**src/rtl/ram_arb_pkg.sv**
```systemverilog
// ============================================================================
// Module   : ram_arb_pkg
// Brief    : Shared types and constants for the two-port RAM arbiter.
// Revision : 1.0 - initial release
// ============================================================================
`default_nettype none

package ram_arb_pkg;

   localparam int ADDR_W_DEF = 8;
   localparam int DATA_W_DEF = 16;

   typedef enum logic [1:0] {
      ST_IDLE    = 2'd0,
      ST_ACCESS  = 2'd1,
      ST_CAPTURE = 2'd2
   } arb_state_t;

   localparam logic PORT_A = 1'b0;
   localparam logic PORT_B = 1'b1;

   // On a tie the port that did not win last time is chosen.
   function automatic logic rr_pick(input logic a_pend, input logic b_pend,
                                    input logic last_grant);
      if (a_pend && b_pend)
         return (last_grant == PORT_A) ? PORT_B : PORT_A;
      else
         return b_pend ? PORT_B : PORT_A;
   endfunction

endpackage

`default_nettype wire

```
**src/rtl/ram_arbiter.sv**
```systemverilog
// ============================================================================
// Module   : ram_arbiter
// Brief    : Round-robin arbiter sharing one registered-output RAM between an
//            instruction-fetch read port (A) and a data read/write port (B).
// Revision : 1.0 - initial release
// ============================================================================
`default_nettype none

module ram_arbiter
   import ram_arb_pkg::*;
#(
   parameter int ADDR_W = ADDR_W_DEF,
   parameter int DATA_W = DATA_W_DEF
) (
   input  logic              clk,
   input  logic              rst,
   input  logic              a_req,
   input  logic [ADDR_W-1:0] a_addr,
   output logic              a_ack,
   output logic [DATA_W-1:0] a_rdata,
   input  logic              b_req,
   input  logic              b_we,
   input  logic [ADDR_W-1:0] b_addr,
   input  logic [DATA_W-1:0] b_wdata,
   output logic              b_ack,
   output logic [DATA_W-1:0] b_rdata,
   output logic              ram_wea,
   output logic [ADDR_W-1:0] ram_addr,
   output logic [DATA_W-1:0] ram_din,
   input  logic [DATA_W-1:0] ram_dout,
   output logic              busy
);

   arb_state_t r_state;
   arb_state_t w_state_nxt;
   logic       r_gnt_port;
   logic       r_last_grant;
   logic       r_is_write;
   logic       w_a_pend;
   logic       w_b_pend;
   logic       w_grant;
   logic       w_grant_port;

   // A port whose ack is showing this cycle has already been served.
   assign w_a_pend = a_req && !a_ack;
   assign w_b_pend = b_req && !b_ack;

   always_ff @(posedge clk or posedge rst) begin
      if (rst)
         r_state <= ST_IDLE;
      else
         r_state <= w_state_nxt;
   end

   always_comb begin
      w_state_nxt  = r_state;
      w_grant      = 1'b0;
      w_grant_port = PORT_A;
      case (r_state)
         ST_IDLE: begin
            if (w_a_pend || w_b_pend) begin
               w_grant      = 1'b1;
               w_grant_port = rr_pick(w_a_pend, w_b_pend, r_last_grant);
               w_state_nxt  = ST_ACCESS;
            end
         end
         ST_ACCESS:  w_state_nxt = ST_CAPTURE;
         ST_CAPTURE: w_state_nxt = ST_IDLE;
         default:    w_state_nxt = ST_IDLE;
      endcase
   end

   always_ff @(posedge clk or posedge rst) begin
      if (rst) begin
         r_gnt_port   <= PORT_A;
         r_last_grant <= PORT_B;
         r_is_write   <= 1'b0;
         ram_addr     <= '0;
         ram_din      <= '0;
         a_ack        <= 1'b0;
         b_ack        <= 1'b0;
         a_rdata      <= '0;
         b_rdata      <= '0;
      end else begin
         a_ack <= 1'b0;
         b_ack <= 1'b0;
         if (w_grant) begin
            r_gnt_port   <= w_grant_port;
            r_last_grant <= w_grant_port;
            if (w_grant_port == PORT_B) begin
               ram_addr   <= b_addr;
               r_is_write <= b_we;
               if (b_we)
                  ram_din <= b_wdata;
            end else begin
               ram_addr   <= a_addr;
               r_is_write <= 1'b0;
            end
         end
         // RAM output for the address presented in ACCESS is valid now.
         if (r_state == ST_CAPTURE) begin
            if (r_gnt_port == PORT_A) begin
               a_ack   <= 1'b1;
               a_rdata <= ram_dout;
            end else begin
               b_ack <= 1'b1;
               if (!r_is_write)
                  b_rdata <= ram_dout;
            end
         end
      end
   end

   // Decoded from state so an asynchronous reset drops it immediately.
   assign ram_wea = (r_state == ST_ACCESS) && r_is_write;
   assign busy    = (r_state != ST_IDLE);

endmodule

`default_nettype wire

```
**config.mk**
```make
export PLATFORM = sky130hd
export DESIGN_NAME = ram_arbiter
export DESIGN_NICKNAME = d
export VERILOG_FILES = /design/src/rtl/ram_arb_pkg.sv /design/src/rtl/ram_arbiter.sv
export SDC_FILE = /design/constraint.sdc
export NUM_CORES = 1
export LEC_CHECK = 0
export ABC_AREA = 1
export CAP_MARGIN = 20
export CORE_MARGIN = 2
export CORE_UTILIZATION = 40
export DETAILED_ROUTE_END_ITERATION = 10
export PLACE_DENSITY_LB_ADDON = 0.25
export SLEW_MARGIN = 20
export SYNTH_ARGS = -nofsm -noshare
export SYNTH_HDL_FRONTEND = slang
export SYNTH_SLANG_ARGS = --single-unit
```
**constraint.sdc**
```tcl
create_clock -name clk -period 2.5 [get_ports clk]
set_input_delay 0.375 -clock clk [delete_from_list [all_inputs] [get_ports clk]]
set_output_delay 0.375 -clock clk [all_outputs]
set_load 0.01 [all_outputs]
```
### After elaboration in Yosys (flattened, before gate mapping)

Cells that the tools add are included.

* bits in writable memories: 0
* output and inout port bits: 60
* latch bits: 0
* bits in registers: 63
* memories: 0
* word-level logic and storage cells: 42
* ROM bits: 0

* bitwise gates (word level): 2
* div/mod/pow operators: 0
* equal/unequal tests: 3
* reductions and logical operators: 12
* add/subtract/negate cells: 0
* $mul: 0
* multiplexer cells: 15
* shift operators: 0
* magnitude comparators: 0

Operator list (count)
* $mux W1: 12
* $mux W8: 1
* $reduce_and A3 Y1: 2
* $logic_and A1 B1 Y1: 4
* $pmux W2 S2: 1
* $eq A2 B1 Y1 const B: 1
* $eq A2 B2 Y1 const B: 1
* $logic_not A1 Y1: 2
* $logic_not A2 Y1: 1
* $mux W2: 1
* $ne A2 B2 Y1 const B: 1
* $not A1 Y1: 2
* $reduce_and A2 Y1: 1
* $reduce_bool A2 Y1: 1
* $logic_or A1 B1 Y1: 1

### Logic depth before layout (Yosys ltp)

Gate-level depths: netlist of run 1.

* depth in word-level cells: 7
* mapped depth: 7
* depth with buffers taken out: 6

### Worst setup path before layout of run 1

Ideal clock, no wire load.

* path kind: register to register
* start point: reg r_last_grant
* end point: reg ram_addr[0]
* buffers on the path: 0
* arrival time: 1.120 ns
* clock period less this slack: 1.237 ns
* stages on the path, launching flop included: 6
* slack: 1.263 ns
* path through: dfstp_2 > nand3_2 > nand3_1 > nand2_1 > nand3_1 > nand2_1

* cells in the longest elaborated chain, start to end: 5

RTL lines
* start, declared: RTL line ram_arbiter.sv:37 `logic r_last_grant;`
* start signal, assigned: RTL line ram_arbiter.sv:89 `r_last_grant <= w_grant_port;`
* $mux W1: RTL line ram_arb_pkg.sv:26 `return (last_grant == PORT_A) ? PORT_B : PORT_A;`
* $mux W1: RTL line ram_arb_pkg.sv:25 `if (a_pend && b_pend)`
* $mux W1: RTL line ram_arbiter.sv:61 `if (w_a_pend || w_b_pend) begin`
* $mux W1: RTL line ram_arbiter.sv:59 `case (r_state)`
* $mux W8: RTL line ram_arbiter.sv:90 `if (w_grant_port == PORT_B) begin`
* end signal, assigned: RTL line ram_arbiter.sv:91 `ram_addr <= b_addr;`
* end signal, assigned: RTL line ram_arbiter.sv:96 `ram_addr <= a_addr;`
* end, declared: RTL line ram_arbiter.sv:28 `output logic [ADDR_W-1:0] ram_addr,`

No other way between the ends.
A chain may end at the register's enable or synchronous reset.

### Final worst setup path of run 1

* start point: reg r_state[0]
* end point: out ram_wea

* cells in the longest elaborated chain, start to end: 2

RTL lines
* start, declared: RTL line ram_arbiter.sv:34 `arb_state_t r_state;`
* start signal, assigned: RTL line ram_arbiter.sv:52 `r_state <= w_state_nxt;`
* $eq A2 B1 Y1: RTL line ram_arbiter.sv:115 `assign ram_wea = (r_state == ST_ACCESS) && r_is_write;`
* $logic_and A1 B1 Y1: RTL line ram_arbiter.sv:115
* end, declared: RTL line ram_arbiter.sv:27 `output logic ram_wea,`

No other way between the ends.

==> impl_metrics.ini, run 1 <==
[synthesis]
synth.most_common_cell = nand2_1
synthTopCellsByCount = nand2_1, dfrtp_1, inv_1, o21ai_2, o21ai_0
ys_types = 21
netlist_area_sq_um = 2750
syn-instance-count = 287
synth_edf_count = 0
synth_top_area_share_pct = 56.5
syn_area_per_cell_sq_um = 9.57
ys_warn_count = 0
ys_seq_area_share_pct = 57.4
synthFlopType = dfrtp_1
synthesis.nets = 340
synthArstFlopShare_pct = 100
ys_top_cells_by_area = dfrtp_1, nand2_1, o21ai_2
yosys.area.top_type = dfrtp_1
yosys_register_bits = 63

[clock_network]
clockBufferDepth = 2
clk_pin_slew_ps = 70
cts_resized = 0
clockRootBuffer = clkbuf_8
hold_buffers = 0
htreeDepth = 3
tritoncts = yes
cts_buffers = 9
cts_setup_buffers = 0
cts.sinks = 63
insertion_delay_ps = 330

[timing]
layout_setup_ws_ps = 525
slew_headroom_pct = 50.4
rsz0062_at_grt = no
finalSetupViolations = 0
tns_ps = 0
worstMarginPinSlew_ps = 742
hold_viol_final = 0
min_period_ps = 1970
skew_ps = 6.00
finalCritPeriodShare_pct = 79.0
clock.fmax_ghz = 0.506
slew_violations = 0

[place]
port_buffers = 112
dp_slack_ps = 534
dp_hpwl_um = 4170
routabilityCongestion = 0.767

[flow_run]
maxCapViolCount = 0

[global_route]
grt_pass1_vias = 2154
grt_util_met2_pct = 26.1
antenna_found_initial = 0
grt_pass1_wl_um = 9870
grt_use_total_pct = 16.8
grt_start_max_net_pins = 34
use_met3_pct = 6.35
grt.overflow.total = 0
grt-busiest-layer = met2
use_met1_pct = 21.4

[outcome]
status = finished, final reports clean

[floorplan]
die_h_um = 86.9
num_rows = 30
core-area_sq_um = 6720
die_w_um = 86.9
dieArea_sq_um = 7550
start_util_pct = 40.9
boundaryPins = 113

[pwr]
vdd_drop_max_uv = 605
power_density_nw_per_um2 = 1210
power_leakage_nw = 2.03

[route]
detail_route.wl_per_cell_um = 12.2
firstDrtPassIters = 4
via_count = 2157
routed_wl_um = 5960
drt-vias-per-instance = 4.43
drc = 0
drtIter0Drc = 79
ant_nets = 0

[final_layout]
fill_cells = 583
ff_latch_area_sq_um = 1580
fin_nets = 456
syn_to_final_growth_pct = 49.6
multiInputGateArea_sq_um = 862
n_antenna_cell = 0
layout-drive-gt1-share_pct = 15.2

[setup_path]
crit_slowest_cell = clkdlybuf4s50_1
critPathKind = reg2out
cp.arrival_ps = 1600
cp.required_ps = 2120
cp-end-kind = output port
cp_max_fo = 4
critPathTopFamily = buffers and inverters
cp_slowest_stage_delay_ps = 570
crit_buf_inv = 2
worstPathCellList = inv_2, nor3_1, clkdlybuf4s50_1
worst_setup_path_start_kind = flip-flop

[worst_hold_path]
hp-class = in2async
## final timing paths
kind / start / to / slack (ps) / cells past startpoint
worst max-delay path: r_state[0]$_DFFE_PP0P_ / ram_wea / 530 / 3
worst min-delay path: rst / ram_din[4]$_DFFE_PP0P_ / 410 / 2
worst max register to register: r_state[0]$_DFFE_PP0P_ / ram_din[12]$_DFFE_PP0P_ / 940 / 6
worst min register to register: r_last_grant$_DFFE_PP1P_ / r_last_grant$_DFFE_PP1P_ / 480 / 2
max in group asynchronous: rst / r_last_grant$_DFFE_PP1P_ / 1460 / 3
min in group clk: r_last_grant$_DFFE_PP1P_ / r_last_grant$_DFFE_PP1P_ / 480 / 2
## flip-flops by register name, summed over array words and instances (netlist names)
register / cells
ram_din: 16
r_state: 2
r_gnt_port: 1
b_rdata: 16
a_ack: 1
r_last_grant: 1
a_rdata: 16
r_is_write: 1
b_ack: 1
ram_addr: 8
## cell usage in the layout (no fill, tap or decap), drive strengths merged
cell type and n:
clkinv 1, nor3 2, dfstp 1, bufinv 1, clkdlybuf4s50 112, clkinvlp 1, o21ai 50, nand2 79
nor2 5, inv 58, clkbuf 12, buf 3, a21oi 1, nand3 19, dfrtp 62
## layout make-up
class                           instances  share of cell area, %
Timing Repair Buffer                  115                   28.1
Sequential cell                        63                   38.4
Clock buffer                           12                   3.77
Inverter                               58                   5.30
Clock inverter                          3                   1.03
Multi-Input combinational cell        156                   21.0
Tap cell                               80                   2.43
## metrics by stage
stage	instance area (sq um)	std cells	util (%)	power [mW]	hold WS (ps)
after floorplan	2750	287	-	2.98	450
after global placement	3910	472	58.2	4.09	463
after detailed placement	3910	472	58.2	4.14	466
after CTS	4110	487	61.2	5.04	415
after global routing	4110	487	61.2	5.35	453
final	4110	487	61.2	4.97	408
## power breakdown
group | leakage (nW) | switching (mW) | total [mW] | internal, mW
registers | 0.780 | 0.281 | 1.80 | 1.52
clock network | 0.0985 | 0.361 | 0.869 | 0.508
logic | 1.15 | 1.10 | 2.31 | 1.21
## per-layer routing
metal  up-vias  part of all wire, %
met5         -                    0
met4         0                  1.6
met3        10                  9.3
met2        85                   44
met1       954                   45
li1       1108                    -
## cells by family after synthesis
logic type,Yosys count,synth area share [%]
buffers and inverters,68,11.2
AND/OR/NAND/NOR,105,17.6
AO/OA/AOI/OAI,51,13.8
flip-flops,63,57.4
Note: power is estimated with default switching activity, not from simulation.
==> inputs of run 2 (changes only) <==
--- a/config.mk
+++ b/config.mk
@@ -8,7 +8,7 @@
 export ABC_AREA = 1
 export CAP_MARGIN = 20
 export CORE_MARGIN = 2
-export CORE_UTILIZATION = 40
+export CORE_UTILIZATION = 39
 export DETAILED_ROUTE_END_ITERATION = 10
 export PLACE_DENSITY_LB_ADDON = 0.25
 export SLEW_MARGIN = 20
==> constraint.sdc (replaced) <==
create_clock -name clk -period 1.7 [get_ports clk]
set_input_delay 0.255 -clock clk [delete_from_list [all_inputs] [get_ports clk]]
set_output_delay 0.255 -clock clk [all_outputs]
set_load 0.01 [all_outputs]
==> impl_metrics.ini, run 2 (synthesis gave the netlist of run 1 again) <==
[floorplan]
boundaryPins = 113
die_w_um = 87.9
start_util_pct = 40.4
dieArea_sq_um = 7730
die_h_um = 87.9
num_rows = 30
core-area_sq_um = 6790

[place]
port_buffers = 112
dp_hpwl_um = 4500
routabilityCongestion = 0.749

[route]
detail_route.wl_per_cell_um = 12.2
drtIter0Drc = 114
routed_wl_um = 6240
via_count = 2231
drc = 0
drt-vias-per-instance = 4.36
ant_nets = 0
firstDrtPassIters = 4

[setup_path]
crit_buf_inv = 2
critPathTopFamily = buffers and inverters
crit_slowest_cell = dfrtp_1
startpoint = r_state[1]$_DFFE_PP0P_
timing.rr.start = r_last_grant$_DFFE_PP1P_
cp.required_ps = 1440
worstPathCellList = buf_4, nor3_1, dlygate4sd2_1
worst_setup_path_start_kind = flip-flop
critPathKind = reg2out
cp_max_fo = 3
cp.arrival_ps = 1370
cp-end-kind = output port
cp_slowest_stage_delay_ps = 400

[global_route]
grt_pass1_wl_um = 10200
grt.overflow.total = 0
grt_start_max_net_pins = 33
grt_pass1_vias = 2283
grt_use_total_pct = 17.3
antenna_found_initial = 0

[timing]
finalCritPeriodShare_pct = 95.7
rsz0062_at_grt = no
finalSetupViolations = 0
skew_ps = 10.0
hold_viol_final = 0
slew_violations = 0
slew_headroom_pct = 71.6
min_period_ps = 1630
worstMarginPinSlew_ps = 424
clock.fmax_ghz = 0.615
tns_ps = 0

[pwr]
pwr-share-clk_pct = 19.4
vdd_drop_max_uv = 974
combPwrFrac_pct = 46.5
seq_power_share_pct = 34.1
power_leakage_nw = 2.10
power_density_nw_per_um2 = 1800
switching_share_pct = 34.4
power.internal_mw = 5.02
netSwitchingPower_mw = 2.63

[clock_network]
cts.sinks = 63
clk_pin_slew_ps = 70
insertion_delay_ps = 330
cts_buffers = 9
hold_buffers = 0
clockRootBuffer = clkbuf_8
tritoncts = yes
htreeDepth = 3
clockBufferDepth = 2

[final_layout]
n_antenna_cell = 0
layout_commonest_cell = clkdlybuf4s50_1
post-route-util_pct = 62.6
syn_to_final_growth_pct = 54.9
final_cell_mix = clkdlybuf4s50_1, nand2_1, dfrtp_1, inv_1, o21ai_2
largest_registers = a_rdata x16, b_rdata x16, ram_din x16
fin_nets = 464
layout-drive-gt1-share_pct = 17.3

[worst_hold_path]
hp-class = in2async

[outcome]
status = finished, final reports clean

[flow_run]
maxCapViolCount = 0
==> run 2: stage by stage <==
stage | instances | cell area, sq um | hold WS [ps] | total power [mW] | worst slack, ps
2_1_floorplan | 287 | 2750 | 380 | 4.38 | 463
3_3_place_gp | 495 | 4020 | 461 | 6.13 | 161
3_5_place_dp | 495 | 4020 | 464 | 6.23 | 77.6
4_1_cts | 512 | 4250 | 295 | 7.76 | 6.37
5_1_grt | 512 | 4260 | 320 | 8.22 | 6.89
6_report | 512 | 4260 | 289 | 7.65 | 72.8
==> run 2: area by class of cell <==
type,count,area [sq um]
clock buffer,11,151
clock inverter,5,80.1
fill,574,2540
inverter,58,221
multi-input combinational,156,862
sequential,63,1580
tap,96,120
timing repair buffer,123,1240
==> run 2: worst register-to-register path: stages (launching register included) <==
cell and delay, ps:
dfstp_2 540, nand3_2 140, nand3_1 330, nand2_1 110, nand3_1 100, nand2_1 50
==> run 2: worst paths after layout <==
| path | cells after the start | slack (ps) | endpoint |
|---|---|---|---|
| min in group clk | 3 | 460 | ram_din[0]$_DFFE_PP0P_ |
| worst min-delay path | 2 | 290 | ram_din[10]$_DFFE_PP0P_ |
| worst min register to register | 2 | 470 | r_last_grant$_DFFE_PP1P_ |
| worst max-delay path | 3 | 70 | ram_wea |
| max in group asynchronous | 3 | 950 | a_rdata[3]$_DFFE_PP0P_ |
| worst max register to register | 5 | 330 | ram_addr[7]$_DFFE_PP0P_ |
==> run 2: what timing repair did <==
item,in CTS,in global routing
pin swaps,0,0
endpoints found under the hold margin,0,0
resized for setup,1,1
buffers inserted,1,0
endpoints found under the setup margin,2,1
==> run 2: power groups by stage <==
stage | combinational [mW] | clock, mW | sequential [mW]
6_report | 3.56 | 1.48 | 2.61
5_1_grt | 3.95 | 1.58 | 2.69
4_1_cts | 3.63 | 1.52 | 2.61
3_5_place_dp | 3.60 | 0 | 2.63
3_3_place_gp | 3.53 | 0 | 2.61
2_1_floorplan | 1.45 | 0 | 2.93
==> run 2: per-layer routing <==
metal | GRT usage, % | vias to the layer above | wire length [um]
li1 | - | 1123 | -
met1 | 21.3 | 1010 | 2640
met2 | 26.7 | 88 | 2830
met3 | 6.97 | 10 | 677
met4 | 7.83 | 0 | 89
met5 | 0 | - | 0
